## config.mk

```make
export PLATFORM = sky130hd
export DESIGN_NAME = decode_stage
export DESIGN_NICKNAME = d
export VERILOG_FILES = /design/src/rtl/decode_stage.sv
export SDC_FILE = /design/constraint.sdc
export NUM_CORES = 1
export LEC_CHECK = 0
export ABC_AREA = 1
export ABC_CLOCK_PERIOD_IN_PS = 6000
export BUFFER_PORTS_ARGS = -buffer_cell sky130_fd_sc_hd__buf_2
export CORE_AREA = 2 2 116 118
export DETAILED_ROUTE_END_ITERATION = 10
export DIE_AREA = 0 0 118 120
export GPL_ROUTABILITY_DRIVEN = 0
export PLACE_DENSITY_LB_ADDON = 0.25
export REMOVE_ABC_BUFFERS = 1
export SETUP_SLACK_MARGIN = 0.3
export SLEW_MARGIN = 0
export SYNTH_ARGS = -nofsm -noshare
export SYNTH_HDL_FRONTEND = slang
export SYNTH_SLANG_ARGS = --single-unit
```

## constraint.sdc

```tcl
create_clock -name clk -period 6 [get_ports clk]
set_input_delay 1.8 -clock clk [delete_from_list [all_inputs] [get_ports clk]]
set_output_delay 1.8 -clock clk [all_outputs]
set_load 0.02 [all_outputs]
```

## src/rtl/decode_stage.sv

```systemverilog
// decode_stage: 2-entry instruction buffer between fetch and rename with a
// combinational RV32I field/immediate/control decoder on the head entry.
module decode_stage #(
    parameter type T     = logic [31:0],
    parameter int  DEPTH = 2
) (
    input  logic       clk,
    input  logic       reset,
    input  T           instr_from_fetch,
    input  T           pc_from_fetch,
    input  logic       valid_in,
    output logic       ready_to_fetch,
    input  logic       flush,
    input  logic       ready_in,
    output logic       valid_out,
    output T           pc_out,
    output logic [4:0] rs1,
    output logic [4:0] rs2,
    output logic [4:0] rd,
    output logic [6:0] opcode,
    output logic [2:0] funct3,
    output logic [6:0] funct7,
    output T           imm,
    output logic       reg_write,
    output logic       is_branch,
    output logic       is_load,
    output logic       is_store,
    output logic       alu_src_imm,
    output logic       illegal
);

    localparam logic [6:0] OP_LUI    = 7'b0110111;
    localparam logic [6:0] OP_AUIPC  = 7'b0010111;
    localparam logic [6:0] OP_JAL    = 7'b1101111;
    localparam logic [6:0] OP_JALR   = 7'b1100111;
    localparam logic [6:0] OP_LOAD   = 7'b0000011;
    localparam logic [6:0] OP_OPIMM  = 7'b0010011;
    localparam logic [6:0] OP_STORE  = 7'b0100011;
    localparam logic [6:0] OP_BRANCH = 7'b1100011;
    localparam logic [6:0] OP_OP     = 7'b0110011;

    logic [1:0] count_q, count_d;
    logic       wptr_q, wptr_d;
    logic       rptr_q, rptr_d;
    T           buf_instr_q [DEPTH];
    T           buf_instr_d [DEPTH];
    T           buf_pc_q    [DEPTH];
    T           buf_pc_d    [DEPTH];

    logic push, pop;
    T     head;

    // Handshake status comes from registered count only, so ready_in never
    // reaches ready_to_fetch combinationally.
    assign ready_to_fetch = (count_q < 2'(DEPTH));
    assign valid_out      = (count_q != 2'd0);
    assign push           = valid_in && ready_to_fetch && !flush;
    assign pop            = valid_out && ready_in && !flush;

    // Next-state for FIFO bookkeeping and storage; flush empties the buffer
    // and drops any same-edge transfer.
    always_comb begin
        count_d     = count_q;
        wptr_d      = wptr_q;
        rptr_d      = rptr_q;
        buf_instr_d = buf_instr_q;
        buf_pc_d    = buf_pc_q;
        if (flush) begin
            count_d = 2'd0;
            wptr_d  = 1'b0;
            rptr_d  = 1'b0;
        end else begin
            if (push) begin
                buf_instr_d[wptr_q] = instr_from_fetch;
                buf_pc_d[wptr_q]    = pc_from_fetch;
                wptr_d              = ~wptr_q;
            end
            if (pop) begin
                rptr_d = ~rptr_q;
            end
            count_d = count_q + {1'b0, push} - {1'b0, pop};
        end
    end

    // Control state; reset wins over flush and both transfers.
    always_ff @(posedge clk) begin
        if (reset) begin
            count_q <= 2'd0;
            wptr_q  <= 1'b0;
            rptr_q  <= 1'b0;
        end else begin
            count_q <= count_d;
            wptr_q  <= wptr_d;
            rptr_q  <= rptr_d;
        end
    end

    // Buffer payload needs no reset; count gates its visibility.
    always_ff @(posedge clk) begin
        buf_instr_q <= buf_instr_d;
        buf_pc_q    <= buf_pc_d;
    end

    assign head   = buf_instr_q[rptr_q];
    assign pc_out = buf_pc_q[rptr_q];
    assign opcode = head[6:0];
    assign rd     = head[11:7];
    assign funct3 = head[14:12];
    assign rs1    = head[19:15];
    assign rs2    = head[24:20];
    assign funct7 = head[31:25];

    logic wr_cls, br, ld, st, alu, ill;

    // Classify the head opcode and build the immediate; flags are forced
    // low whenever no entry is presented.
    always_comb begin
        imm    = '0;
        wr_cls = 1'b0;
        br     = 1'b0;
        ld     = 1'b0;
        st     = 1'b0;
        alu    = 1'b0;
        ill    = 1'b0;
        case (head[6:0])
            OP_LUI, OP_AUIPC: begin
                imm    = {head[31:12], 12'b0};
                wr_cls = 1'b1;
                alu    = 1'b1;
            end
            OP_JAL: begin
                imm    = {{11{head[31]}}, head[31], head[19:12], head[20], head[30:21], 1'b0};
                wr_cls = 1'b1;
                br     = 1'b1;
                alu    = 1'b1;
            end
            OP_JALR, OP_LOAD, OP_OPIMM: begin
                imm    = {{20{head[31]}}, head[31:20]};
                wr_cls = 1'b1;
                alu    = 1'b1;
                br     = (head[6:0] == OP_JALR);
                ld     = (head[6:0] == OP_LOAD);
            end
            OP_STORE: begin
                imm = {{20{head[31]}}, head[31:25], head[11:7]};
                st  = 1'b1;
                alu = 1'b1;
            end
            OP_BRANCH: begin
                imm = {{19{head[31]}}, head[31], head[7], head[30:25], head[11:8], 1'b0};
                br  = 1'b1;
            end
            OP_OP: begin
                wr_cls = 1'b1;
            end
            default: begin
                ill = 1'b1;
            end
        endcase
        reg_write   = valid_out && wr_cls && (head[11:7] != 5'd0);
        is_branch   = valid_out && br;
        is_load     = valid_out && ld;
        is_store    = valid_out && st;
        alu_src_imm = valid_out && alu;
        illegal     = valid_out && ill;
    end

endmodule

```

Yosys cells after proc, flatten, opt, wreduce, memory -nomap -nowiden
Cells that the tools add are included.
{"block": "classes", "n_addsub": 2, "order_cmp": 4, "n_eq_ne": 9, "n_mux": 17, "bitwise_logic": 5, "reduce_logical": 23}
{"op": "32-bit 2-to-1 mux", "count": 7}
{"op": "32-bit case mux with 5 select lines", "count": 1}
{"op": "64-bit bitwise mux", "count": 2}
{"op": "32-bit demux with 1-bit select", "count": 1}
{"op": "7-bit by 6-bit == test with 1-bit output (second input constant)", "count": 3}
{"op": "7-bit == test (second input constant)", "count": 3}
{"op": "7-bit by 5-bit == test with 1-bit output (second input constant)", "count": 2}
{"op": "7-bit OR reduction", "count": 2}
{"op": "1-bit logical AND", "count": 12}
{"op": "9-bit OR reduction", "count": 1}
{"op": "7-bit by 2-bit == test with 1-bit output (second input constant)", "count": 1}
{"op": "2-bit OR reduction", "count": 3}
{"op": "1-bit 2-to-1 mux", "count": 5}
{"op": "5-bit nonzero test", "count": 1}
{"op": "2-bit greater-or-equal comparator (second input constant)", "count": 2}
{"op": "1-bit NOT with 2-bit output", "count": 2}
{"op": "1-bit NOT", "count": 3}
{"op": "3-bit OR reduction", "count": 1}
{"op": "2-bit by 1-bit adder with 2-bit output", "count": 1}
{"op": "2-bit by 1-bit less-than comparator with 1-bit output (second input constant)", "count": 1}
{"op": "2-bit less-than comparator (second input constant)", "count": 1}
{"op": "1-bit case mux with 2 select lines", "count": 1}
{"op": "2-bit AND reduction", "count": 1}
{"op": "2-bit nonzero test", "count": 1}
{"op": "other kinds (2)", "count": 2}
{"block": "word_totals", "register_bits": 132, "out_inout_bits": 104}

Logic depth before layout (Yosys ltp)
{"block": "depth", "depth_word": 9, "depth_mapped": 12}

Least setup slack after synthesis
No wires, ideal clock.
{"block": "synth_timing", "path_type": "input -> register", "start": "in flush", "end": "reg buf_instr_q[0] (netlist bit) (enable)", "setup_ps": 487, "t_arrival_ps": 4721, "setup_slack_ps": 793, "cell_stages": 2, "n_path_buf": 0, "path_cell_list": "nand3b_1 nor2_1"}
{"block": "synth_between", "elab_chain_len": 3}
{"element": "from (decl)", "line": "13", "rtl": "input logic flush,"}
{"element": "1-bit zero test", "line": "57", "rtl": "assign push = valid_in && ready_to_fetch && !flush;"}
{"element": "1-bit logical AND", "line": "57"}
{"element": "2-bit AND reduction (no source line) *"}
{"element": "to (signal assigned)", "line": "100", "rtl": "buf_instr_q <= buf_instr_d;"}
{"element": "to (decl)", "line": "45", "rtl": "T buf_instr_q [DEPTH];"}
Mark *: on every way between the ends. The rest lies on a longest branch, timed or not.
A chain may end at the register's enable or synchronous reset.

==> flow_summary_export.csv <==
group,metric,value,unit
sta,final_hold_viol_count,0,
floorplan,num_io_pins,173,
hold_path,holdPathEnd,"count_q[1]",
placed_design,placed_cell_area,6690,um2
grt,globalRouteOverflowTotal,0,
sta,fin_skew,0.00604,ns
power_and_ir_drop,vdd_drop_max,206,uV
sta,timing.hold.ws,0.497,ns
detailed_routing,ant_nets,0,
setup_path,critPathMaxFanout,69,
clock_network,cts_root_buffer,"clkbuf_16",
sta,finalCritPeriodShare,78.5,%
power_and_ir_drop,seqPwrFrac,46.5,%
finish,postLayoutCellArea,7300,um2
yosys,syn_area_per_cell,11.0,um2
power_and_ir_drop,clkPwrFrac,46.4,%
power_and_ir_drop,p_total,2.25,mW
floorplan,core_area,13000,um2
power_and_ir_drop,power.internal,1.78,mW
hold_path,hp-class,"flip-flop to flip-flop",
finish,layout-drive-gt1-share,33.9,%
floorplan,rows,42,
finish,seq_area,3930,um2
detailed_routing,remaining_drc_errors,0,
yosys,syn_area,5730,um2
power_and_ir_drop,switching_power,474,uW
yosys,ys_warn_count,0,
clock_network,numCtsBuffers,17,
yosys,yosysUniqueCellTypes,30,
yosys,synth_top_area_share,67.1,%
clock_network,holdBufCountCts,0,
clock_network,cts_setup_buffers,0,
detailed_routing,routedWlPerCell,14.8,um
yosys,ys.flop_type,"edfxtp_1",
power_and_ir_drop,pwr-share-comb,7.1,%
floorplan,start_util,44.2,%
detailed_routing,vias,4258,
finish,syn_to_final_growth,27.4,%
setup_path,arrival,2.91,ns
setup_path,r2r_start,"count_q[1]",
clock_network,cts_resized,0,
finish,fillCellCount,1141,
setup_path,critPathMaxStageDelay,0.60,ns
yosys,synth_most_common_cell,"nand2_1",
floorplan,die_h,120,um
status,status,"completed",
grt,first_global_vias,4109,
finish,final_nets,766,
setup_path,criticalPathCategory,"flip-flop to output port",
grt,grt_pass1_wl,20.8,mm
setup_path,end_kind,"output port",
hold_path,holdPathStages,1,
yosys,synth_area_leaders,"edfxtp_1 67%, nand2_1 16%, inv_1 1.6%, nand2_2 1.4%, nand4_1 1.4%",
floorplan,die_width,118,um
finish,stdcell_count,886,
clock_network,cts_buffer_depth,2,
setup_path,cp.required,4.20,ns
grt,grt_usage,19.0,%
clock_network,clk_latency,0.41,ns
yosys,async_flop_share,0,%
sta,maxSlewViolCount,0,
setup_path,crit_chain,"buf_4, nand2_1, nand2_2, nand2_4, nor2_4, nand2_2, nand3_2, nand2_2, nand4_1, buf_2",
sta,worstMarginPinSlew,0.913,ns
grt,antenna_found_initial,3,
hold_path,min-delay-start,"count_q[1]",
sta,maxSlewHeadroom,39.0,%
yosys,ys_top_cells_by_count,"242 x nand2_1, 128 x edfxtp_1, 24 x inv_1",
yosys,synth_edf_count,128,
clock_network,cts.sinks,132,
yosys,ys_seq_area_share,68.5,%
placed_design,port_buffers,172,
setup_path,critPathSlowestCell,"buf_4",
detailed_routing,first_pass_iters,4,
flow_run,maxCapViolCount,0,
power_and_ir_drop,cellPowerDensity,308,nW/um2
sta,setup_viol,0,
finish,multi_input_area,1540,um2
power_and_ir_drop,p_sw_share,21.1,%
yosys,synth_area_leader_cell,"edfxtp_1",
clock_network,htree_levels,4,
yosys,synth.ff_latch_count,132,
detailed_routing,finalWirelength,13.1,mm
setup_path,cp-start-kind,"flip-flop",
setup_path,reg2reg_slack,3.64,ns
yosys,syn_inst,523,
sta,finalSetupTns,0,ns
sta,rsz0062_at_grt,"no",
setup_path,reg2reg_depth,4,
sta,period_minus_slack,4.71,ns
clock_network,cts_tree,"done",
sta,fmax,0.212,GHz
placed_design,hpwlAfterDp,8.83,mm
power_and_ir_drop,p_leak,3.37,nW
clock_network,clkTransAtPathRegs,0.06,ns
setup_path,critPathMostFrequentCell,"nand2_2",
detailed_routing,viasPerCell,4.81,
floorplan,die-area,14200,um2
detailed_routing,drtIter0Drc,309,
setup_path,cpLargestDelayFamily,"simple AND/OR/NAND/NOR gates",
placed_design,dp_cells,852,
grt,grt_max_degree,70,
setup_path,worstReg2RegEnd,"buf_pc_q[28]",
setup_path,path_buf_inv,2,
-- final cells by class --
type	instances	area share [%]
clock buffers	23	6.55
multi-input cells	338	21.0
inverters	29	1.53
well taps	176	3.02
repair buffers	177	12.3
clock inverters	9	1.75
flip-flops and latches	132	53.8
diodes	2	0.0686
-- sequential cells by signal (all words and copies together), names as in the netlist --
signal       cells
buf_instr_q     64
buf_pc_q        64
count_q          2
rptr_q           1
wptr_q           1
-- worst max path at each step --
stage                 from             end  cells past startpoint
floorplan            flush  buf_instr_q[0]                      2
global placement    rptr_q         imm[21]                     10
detailed placement  rptr_q         imm[21]                     10
CTS                 rptr_q         imm[21]                     10
global route        rptr_q         imm[23]                     10
finish              rptr_q         imm[21]                     10
-- power groups by stage --
stage / registers (mW) / clock network [mW] / logic [mW]
5_1_grt: 1.05 / 1.10 / 0.174
3_5_place_dp: 1.07 / 0 / 0.161
2_1_floorplan: 1.07 / 0 / 0.0859
4_1_cts: 1.05 / 1.06 / 0.161
6_report: 1.05 / 1.04 / 0.160
3_3_place_gp: 1.06 / 0 / 0.157
-- cell families after synthesis --
family / count (synthesis) / synth area share, %
AO/OA/AOI/OAI: 28 / 2.79
buffers and inverters: 53 / 5.02
adder cells (fa/ha/maj): 2 / 0.437
XOR/XNOR: 1 / 0.153
flip-flops: 132 / 68.5
AND/OR/NAND/NOR: 307 / 23.1
-- metrics by stage --
| step | setup WS (ns) | utilization [%] |
|---|---|---|
| 2_1_floorplan | 0.793 | - |
| 3_3_place_gp | 1.80 | 51.5 |
| 3_5_place_dp | 1.69 | 51.5 |
| 4_1_cts | 1.25 | 56.2 |
| 5_1_grt | 0.993 | 56.2 |
| 6_report | 1.29 | 56.2 |
-- layer usage --
layer / track usage [%] / vias to the layer above / routed length, um
li1: - / 2085 / -
met1: 24.3 / 1967 / 5780
met2: 30.5 / 187 / 6040
met3: 6.61 / 17 / 1080
met4: 6.17 / 2 / 159
met5: 0 / - / 14
-- cell usage in the layout (no fill, tap or decap), drive strengths merged --
cell        n
a21boi      6
a21oi       4
a31oi       2
buf       177
bufinv      3
clkbuf     23
clkinv      3
clkinvlp    3
dfxtp       4
diode       2
edfxtp    128
ha          2
inv        29
nand2     261
nand3      12
nand3b      1
nand4      13
nor2       17
nor3        1
nor3b       1
o21a        1
o21ai      15
or2         1
xor2        1
Power figures use the tool's default switching activity.
